$ cat src/rtl/add28_operand_queue.sv
`default_nettype none
// ============================================================================
//  Module   : add28_operand_queue
//  Brief    : Circular FIFO of {A,B} 28-bit operand pairs feeding a 28-bit
//             carry-lookahead adder. Valid/ready handshake on both sides;
//             in_ready/out_valid come from registered occupancy only.
//  Options  : SUB_EN - adds the in_sub port; pairs pushed with in_sub=1 store
//             the two's complement of B so the carry-in-less adder
//             produces A-B.
//  Revision : 1.0 - initial release
// ============================================================================
module add28_operand_queue #(
    parameter int DEPTH = 4
) (
    input  logic                   clk,
    input  logic                   rst,
    input  logic                   in_valid,
    output logic                   in_ready,
    input  logic [27:0]            in_a,
    input  logic [27:0]            in_b,
`ifdef SUB_EN
    input  logic                   in_sub,
`endif
    output logic                   out_valid,
    input  logic                   out_ready,
    output logic [27:0]            out_a,
    output logic [27:0]            out_b,
    output logic [$clog2(DEPTH):0] count
);

    localparam int c_DATA_W  = 28;
    localparam int c_ENTRY_W = 2 * c_DATA_W;
    localparam int c_AW      = $clog2(DEPTH);
    localparam int c_CW      = c_AW + 1;

    localparam logic [c_CW-1:0] c_FULL = c_CW'(DEPTH);
    localparam logic [c_AW-1:0] c_LAST = c_AW'(DEPTH - 1);

    // Storage is deliberately not reset: stale contents are unreachable once
    // the pointers and occupancy are cleared.
    logic [c_ENTRY_W-1:0] mem_q [DEPTH];

    logic [c_AW-1:0]      wr_ptr_q;
    logic [c_AW-1:0]      wr_ptr_d;
    logic [c_AW-1:0]      rd_ptr_q;
    logic [c_AW-1:0]      rd_ptr_d;
    logic [c_CW-1:0]      count_q;
    logic [c_CW-1:0]      count_d;

    logic                 w_push;
    logic                 w_pop;
    logic [c_DATA_W-1:0]  w_b_store;
    logic [c_ENTRY_W-1:0] w_head;

    // Handshake status is a pure function of registered occupancy, so there is
    // no combinational path from out_ready to in_ready. A full queue refuses a
    // push even when a pop happens in the same cycle.
    assign in_ready  = (count_q < c_FULL);
    assign out_valid = (count_q != '0);

    assign w_push = in_valid && in_ready;
    assign w_pop  = out_valid && out_ready;

    assign w_head = mem_q[rd_ptr_q];
    assign count  = count_q;

    // Head pair to the adder; forced to zero when nothing is queued.
    always_comb begin
        out_a = '0;
        out_b = '0;
        if (out_valid) begin
            out_a = w_head[c_ENTRY_W-1:c_DATA_W];
            out_b = w_head[c_DATA_W-1:0];
        end
    end

    // Operand B as written into storage; negated at push time for subtracts
    // so the read side adds no latency.
    always_comb begin
        w_b_store = in_b;
`ifdef SUB_EN
        if (in_sub) begin
            w_b_store = ~in_b + 28'd1;
        end
`endif
    end

    // Next-state for pointers and occupancy; pointers wrap DEPTH-1 -> 0.
    always_comb begin
        wr_ptr_d = wr_ptr_q;
        rd_ptr_d = rd_ptr_q;
        count_d  = count_q;
        if (w_push) begin
            wr_ptr_d = (wr_ptr_q == c_LAST) ? '0 : wr_ptr_q + c_AW'(1);
        end
        if (w_pop) begin
            rd_ptr_d = (rd_ptr_q == c_LAST) ? '0 : rd_ptr_q + c_AW'(1);
        end
        unique case ({w_push, w_pop})
            2'b10:   count_d = count_q + c_CW'(1);
            2'b01:   count_d = count_q - c_CW'(1);
            default: count_d = count_q;
        endcase
    end

    // Pointer and occupancy registers; reset takes effect without a clock.
    always_ff @(posedge clk or posedge rst) begin
        if (rst) begin
            wr_ptr_q <= '0;
            rd_ptr_q <= '0;
            count_q  <= '0;
        end else begin
            wr_ptr_q <= wr_ptr_d;
            rd_ptr_q <= rd_ptr_d;
            count_q  <= count_d;
        end
    end

    // Entry write on an accepted push.
    always_ff @(posedge clk) begin
        if (w_push) begin
            mem_q[wr_ptr_q] <= {in_a, w_b_store};
        end
    end

endmodule
`default_nettype wire
$ cat config.mk
export PLATFORM = sky130hd
export DESIGN_NAME = add28_operand_queue
export DESIGN_NICKNAME = d
export VERILOG_FILES = /design/src/rtl/add28_operand_queue.sv
export SDC_FILE = /design/constraint.sdc
export NUM_CORES = 1
export LEC_CHECK = 0
export ABC_AREA = 0
export CORE_MARGIN = 2
export CORE_UTILIZATION = 40
export DETAILED_ROUTE_END_ITERATION = 8
export PLACE_DENSITY = 0.59
export SYNTH_ARGS = -nofsm -noshare
export SYNTH_HDL_FRONTEND = slang
export SYNTH_SLANG_ARGS = --single-unit
$ cat constraint.sdc
create_clock -name clk -period 3.55 [get_ports clk]
set_input_delay 0.355 -clock clk [delete_from_list [all_inputs] [get_ports clk]]
set_output_delay 0.355 -clock clk [all_outputs]
set_load 0.02 [all_outputs]
## Yosys cells after proc, flatten, opt, wreduce, memory -nomap -nowiden

Memory sizes are Yosys's and may differ from the RTL's.
Cells that the tools add are included.

- $add $sub $neg: 4
- $lt $le $gt $ge: 1
- Equality and inequality tests: 4
- Mux-type cells: 7
- Reduce and logical (&&, ||, !) cells: 4

Operators with widths:

| kind | number |
|---|---|
| $mux W28 | 2 |
| $eq A2 B2 Y1 const B | 3 |
| $pmux W3 S2 | 1 |
| $add A2 B1 Y2 const B | 2 |
| $mux W2 | 2 |
| $add A3 B1 Y3 const B | 1 |
| $lt A3 B3 Y1 const B | 1 |
| $reduce_bool A3 Y1 | 1 |
| $sub A3 B1 Y3 const B | 1 |
| $eq A2 B1 Y1 const B | 1 |
| $logic_and A1 B1 Y1 | 2 |
| $mux W1 | 2 |
| $reduce_bool A2 Y1 | 1 |

- Bits in registers: 7
- RAM bits: 224
- Bits of input ports: 60
- Output and inout port bits: 61
- Logic and storage cells: 24
- Memories: 1

Memory list:

| memory | depth | width | rd ports | clocked after Yosys merged registers in | wr ports | line | source |
|---|---|---|---|---|---|---|---|
| mem_q | 4 | 56 | 1 | 0 | 1 | 41 | `logic [c_ENTRY_W-1:0] mem_q [DEPTH];` |

## Longest topological paths before layout

- Depth in word-level cells: 4
- Depth in mapped cells: 9

## Worst setup path before layout

No wires, ideal clock.

- Kind: register to register
- From: reg count_q[2], in the netlist count[2]
- To: mem mem_q[0][0] (netlist name) (enable)
- Library setup time: 0.420 ns
- Data arrival time: 2.166 ns
- Required time: 3.130 ns
- Slack: 0.964 ns
- Cell stages (with the launch flop): 4
- Path buffers: 1
- Clock period less this slack: 2.586 ns
- Cells stage by stage: dfrtp_1 nor2b_1 clkbuf_1 and2_1

- Cells in the longest elaborated chain, start to end: 4

RTL lines:

| element | line | source |
|---|---|---|
| from (decl) | 47 | `logic [c_CW-1:0] count_q;` |
| from (signal assigned) | 115 | `count_q <= count_d;` |
| $lt A3 B3 Y1 | 58 | `assign in_ready = (count_q < c_FULL);` |
| $logic_and A1 B1 Y1 | 61 | `assign w_push = in_valid && in_ready;` |
| $mux W1 | 121 | `if (w_push) begin` |
| $mux W1 (not written as such) | 122 | `mem_q[wr_ptr_q] <= {in_a, w_b_store};` |
| to (decl) | 41 |  |

Every way passes these cells.

## Final worst setup path

- From: reg rd_ptr_q[0]
- To: out out_a[16]

- Cells in the longest elaborated chain, start to end: 2

RTL lines:

| element | line | source |
|---|---|---|
| from (decl) | 45 | `logic [c_AW-1:0] rd_ptr_q;` |
| from (signal assigned) | 114 | `rd_ptr_q <= rd_ptr_d;` |
| $mem_v2 Z4 W56 | -- |  |
| $mux W28 | 71 | `if (out_valid) begin` |
| to (decl) | 26 | `output logic [27:0] out_a,` |

Every way passes these cells.

==> results.md <==
* Worst vdd ir at about 0.61 mV
* Top FF cell, synth: edfxtp_1
* Cts bufs inserted at 24
* First-pass detailed-route iteration total at 4
* Leak at ~3.6 nW
* DR vias at 4213
* CP startpoint kind: flop
* Synth warn at 0
* Max Slew Vio Count at 0
* Final-stage net count at around 600
* Total wire length at roughly 17 mm
* Post-DP Area at between 10000 and 15000 sq um
* Number of diodes at 0
* CORE AREA at 21800 sq um
* CTS H-tree lvls at 1
* DRC viols at 0
* Crit path time final at 3.26 ns
* Synth Area per Inst at ~22 sq um
* Met3 Usage GRT at about 2.9%
* # rows at between 50 and 60
* Die area at around 24000 sq um
* Vias in the first global route at 4618
* Layout area overhead at 25.9%
* Starting Density at 40.9%
* Clock-pin slew on the worst setup and hold paths at 0.06 ns
* Worst path bufs/invs at 2
* Pint at between 0.006 and 0.007 W
* Final setup viols at 0
* Grt total ovfl at 0
* Worst Max-Slew Pin Slew at 1.11 ns
* Period utilisation layout at roughly nine tenths
* Largest net degree at the start of global routing at 59
* First-pass GRT wire length at 26.1 mm
* Synthesized instance count at between 300 and 400
* RePlAce Congestion at between 0.7 and 0.8
* Sw power at between 0.002 and 0.003 W
* Post CTS Setup Buffer Count at 0
* Setup Skew at 0.00864 ns
* CP max-delay cell: dfrtp_4
* I/O pins at 121
* Port-buffer cells at 120
* EDFF count, synth at between 200 and 250
* R2R setup slack at ~0.73 ns
* Cell family with most CP delay: buffers and inverters
* Met2 global-route usage at about 25%
* Largest fanout on the critical path at 30
* CP Data Arrival Time at between 2 and 3 ns
* Root Buffer: clkbuf_16
* Gr usage total at around 14%
* Multi-input gate area at about 1800 sq um
* TritonCTS clock tree: built
* DIE WIDTH at around 150 microns
* Clk Latency, worst-skew pair at around 0.50 ns
* Register bit total from synthesis at around 230
* Most frequent cells after synthesis: 224 x edfxtp_1, 61 x and2_1, 56 x mux4_2, 9 x clkbuf_1, 8 x inv_1
* RSZ-0062 raised after global routing: false
* Clock Sinks at between 200 and 250
* Share of the synthesized area in the top cell type at between 70 and 80%
* Clock group share of total power at between 20% and 30%
* Sequential Power Share at 38.1%
* Kind of critical path: flop to output pin
* Status: finished, final reports clean
* Vias/cell at 5.08
* Post-route cell area at ~11000 sq um
* Crit-path cells: buf_4 > mux4_2 > and2_1 > clkdlybuf4s50_1
* Min-Delay Path Class: input pin to asynchronous set/reset pin
* Initial antenna violation count at 1
* Seq/Total Area, Yosys at between 70% and 80%
* Critical Path RT at about 3.2 ns
* Clock buffer depth at 3
* Max Fclk at 307 MHz
* GRT Max-Usage Layer: met2
* Setup_tns at 0 ns
* Mapped Nets at between 400 and 500
* Final Hold Viols at 0
* Synth Cell Area at slightly below 9000 sq um
* Biggest area consumer among synthesized cells: edfxtp_1
* Crit-path max cell delay at just over 0.8 ns
* Hold_buf cts at 0
* Routed length per placed instance at 20.1 microns
* Max_slew headroom at roughly a quarter
* Initial DRC Count at about 270
* Synth cell types at 21
* GR met1 Demand/Resource at around 18%
* Max-cap viol count at 0
* Share of cells above drive strength 1 at between 10% and 20%
* Die height at 153 microns
* DRT antenna net count at 0
* Switching share of power at 30.2%
* Critical Path Sink Type: output pin
* Count leader, synth: edfxtp_1
* Synth area leaders: edfxtp_1 75%, mux4_2 14%, and2_1 4.3%
* Post-CTS resize count at 0
* Fill cells at 1737
* Async S/R FF share, synth at slightly above 3%
* P per Cell Area at 860 nW/um^2
* Logic gate share of total power at 37.2%
* HPWL reported at the end of detailed placement at a little under 10 mm
* Seq. cell area at about 6900 sq um
-- flip-flops by register name, summed over array words and instances (netlist names) --
signal    cells
mem_q       224
rd_ptr_q      2
wr_ptr_q      2
count         3
-- cell families (layout without fill, tap and decap cells) --
family	after synthesis	in the layout	share of synthesized area [%]
AND/OR/NAND/NOR	68	68	4.63
flip-flops	231	231	77.4
multiplexers	59	59	14.5
adder cells (fa/ha/maj)	7	7	1.07
buffers and inverters	28	180	1.99
AO/OA/AOI/OAI	2	2	0.112
XOR/XNOR	3	3	0.295
-- worst paths after layout --
check | startpoint | cells after the start | end
setup / recovery | rd_ptr_q[0]$_DFFE_PP0P_ | 4 | out_a[16]
max in group asynchronous | rst | 2 | rd_ptr_q[0]$_DFFE_PP0P_
hold reg to reg | count[0]$_DFFE_PP0P_ | 1 | count[0]$_DFFE_PP0P_
setup reg to reg | count[0]$_DFFE_PP0P_ | 8 | count[2]$_DFFE_PP0P_
hold / removal | rst | 2 | wr_ptr_q[0]$_DFFE_PP0P_
min in group clk | in_a[23] | 1 | mem_q[1][51]$_DFFE_PP_
-- layer usage --
layer,part of all wire (%),wire length [microns]
met1,43,7150
met2,51,8480
met3,5.1,856
met4,1.2,199
met5,0.066,11
-- metrics by stage --
stage	worst slack, ns	total power [W]	util, %	std cells	hold WS, ns
3_5_place_dp	0.706	0.00742	48.0	786	0.529
6_report	0.291	0.00966	51.5	830	0.107
2_1_floorplan	0.964	0.00590	-	398	0.158
5_1_grt	0.103	0.0101	51.5	830	0.120
3_3_place_gp	0.740	0.00737	48.0	786	0.512
4_1_cts	0.189	0.00982	51.5	830	0.0859
-- area by class of cell --
class	instances	share of cell area, %
sequential	231	61.5
clock inverter	14	1.00
inverter	8	0.267
tap	280	3.12
multi-input combinational	139	16.5
clock buffer	30	5.74
timing repair buffer	128	11.9
-- placed cells by master, fill, tap and decap left out, types with 2 or more instances in the layout --
| cell type | instances |
|---|---|
| edfxtp_1 | 224 |
| clkdlybuf4s50_1 | 120 |
| and2_1 | 57 |
| mux4_2 | 56 |
| clkbuf_16 | 25 |
| inv_1 | 8 |
| clkinv_1 | 8 |
| ha_1 | 6 |
| buf_12 | 6 |
| clkbuf_1 | 5 |
| dfrtp_1 | 5 |
| and2_4 | 4 |
| nor2_1 | 3 |
| clkinv_2 | 3 |
| xnor2_1 | 2 |
| mux2_2 | 2 |
| nand2_1 | 2 |
| o21ai_0 | 2 |
| bufinv_16 | 2 |
| buf_4 | 2 |
-- power by group through the flow --
stage	sequential [W]	combinational, W	clock, W
after global placement	0.00373	0.00364	0
after CTS	0.00370	0.00368	0.00244
after detailed placement	0.00375	0.00366	0
final	0.00368	0.00359	0.00238
after global routing	0.00374	0.00384	0.00255
after floorplan	0.00358	0.00232	0
Power figures use the tool's default switching activity.
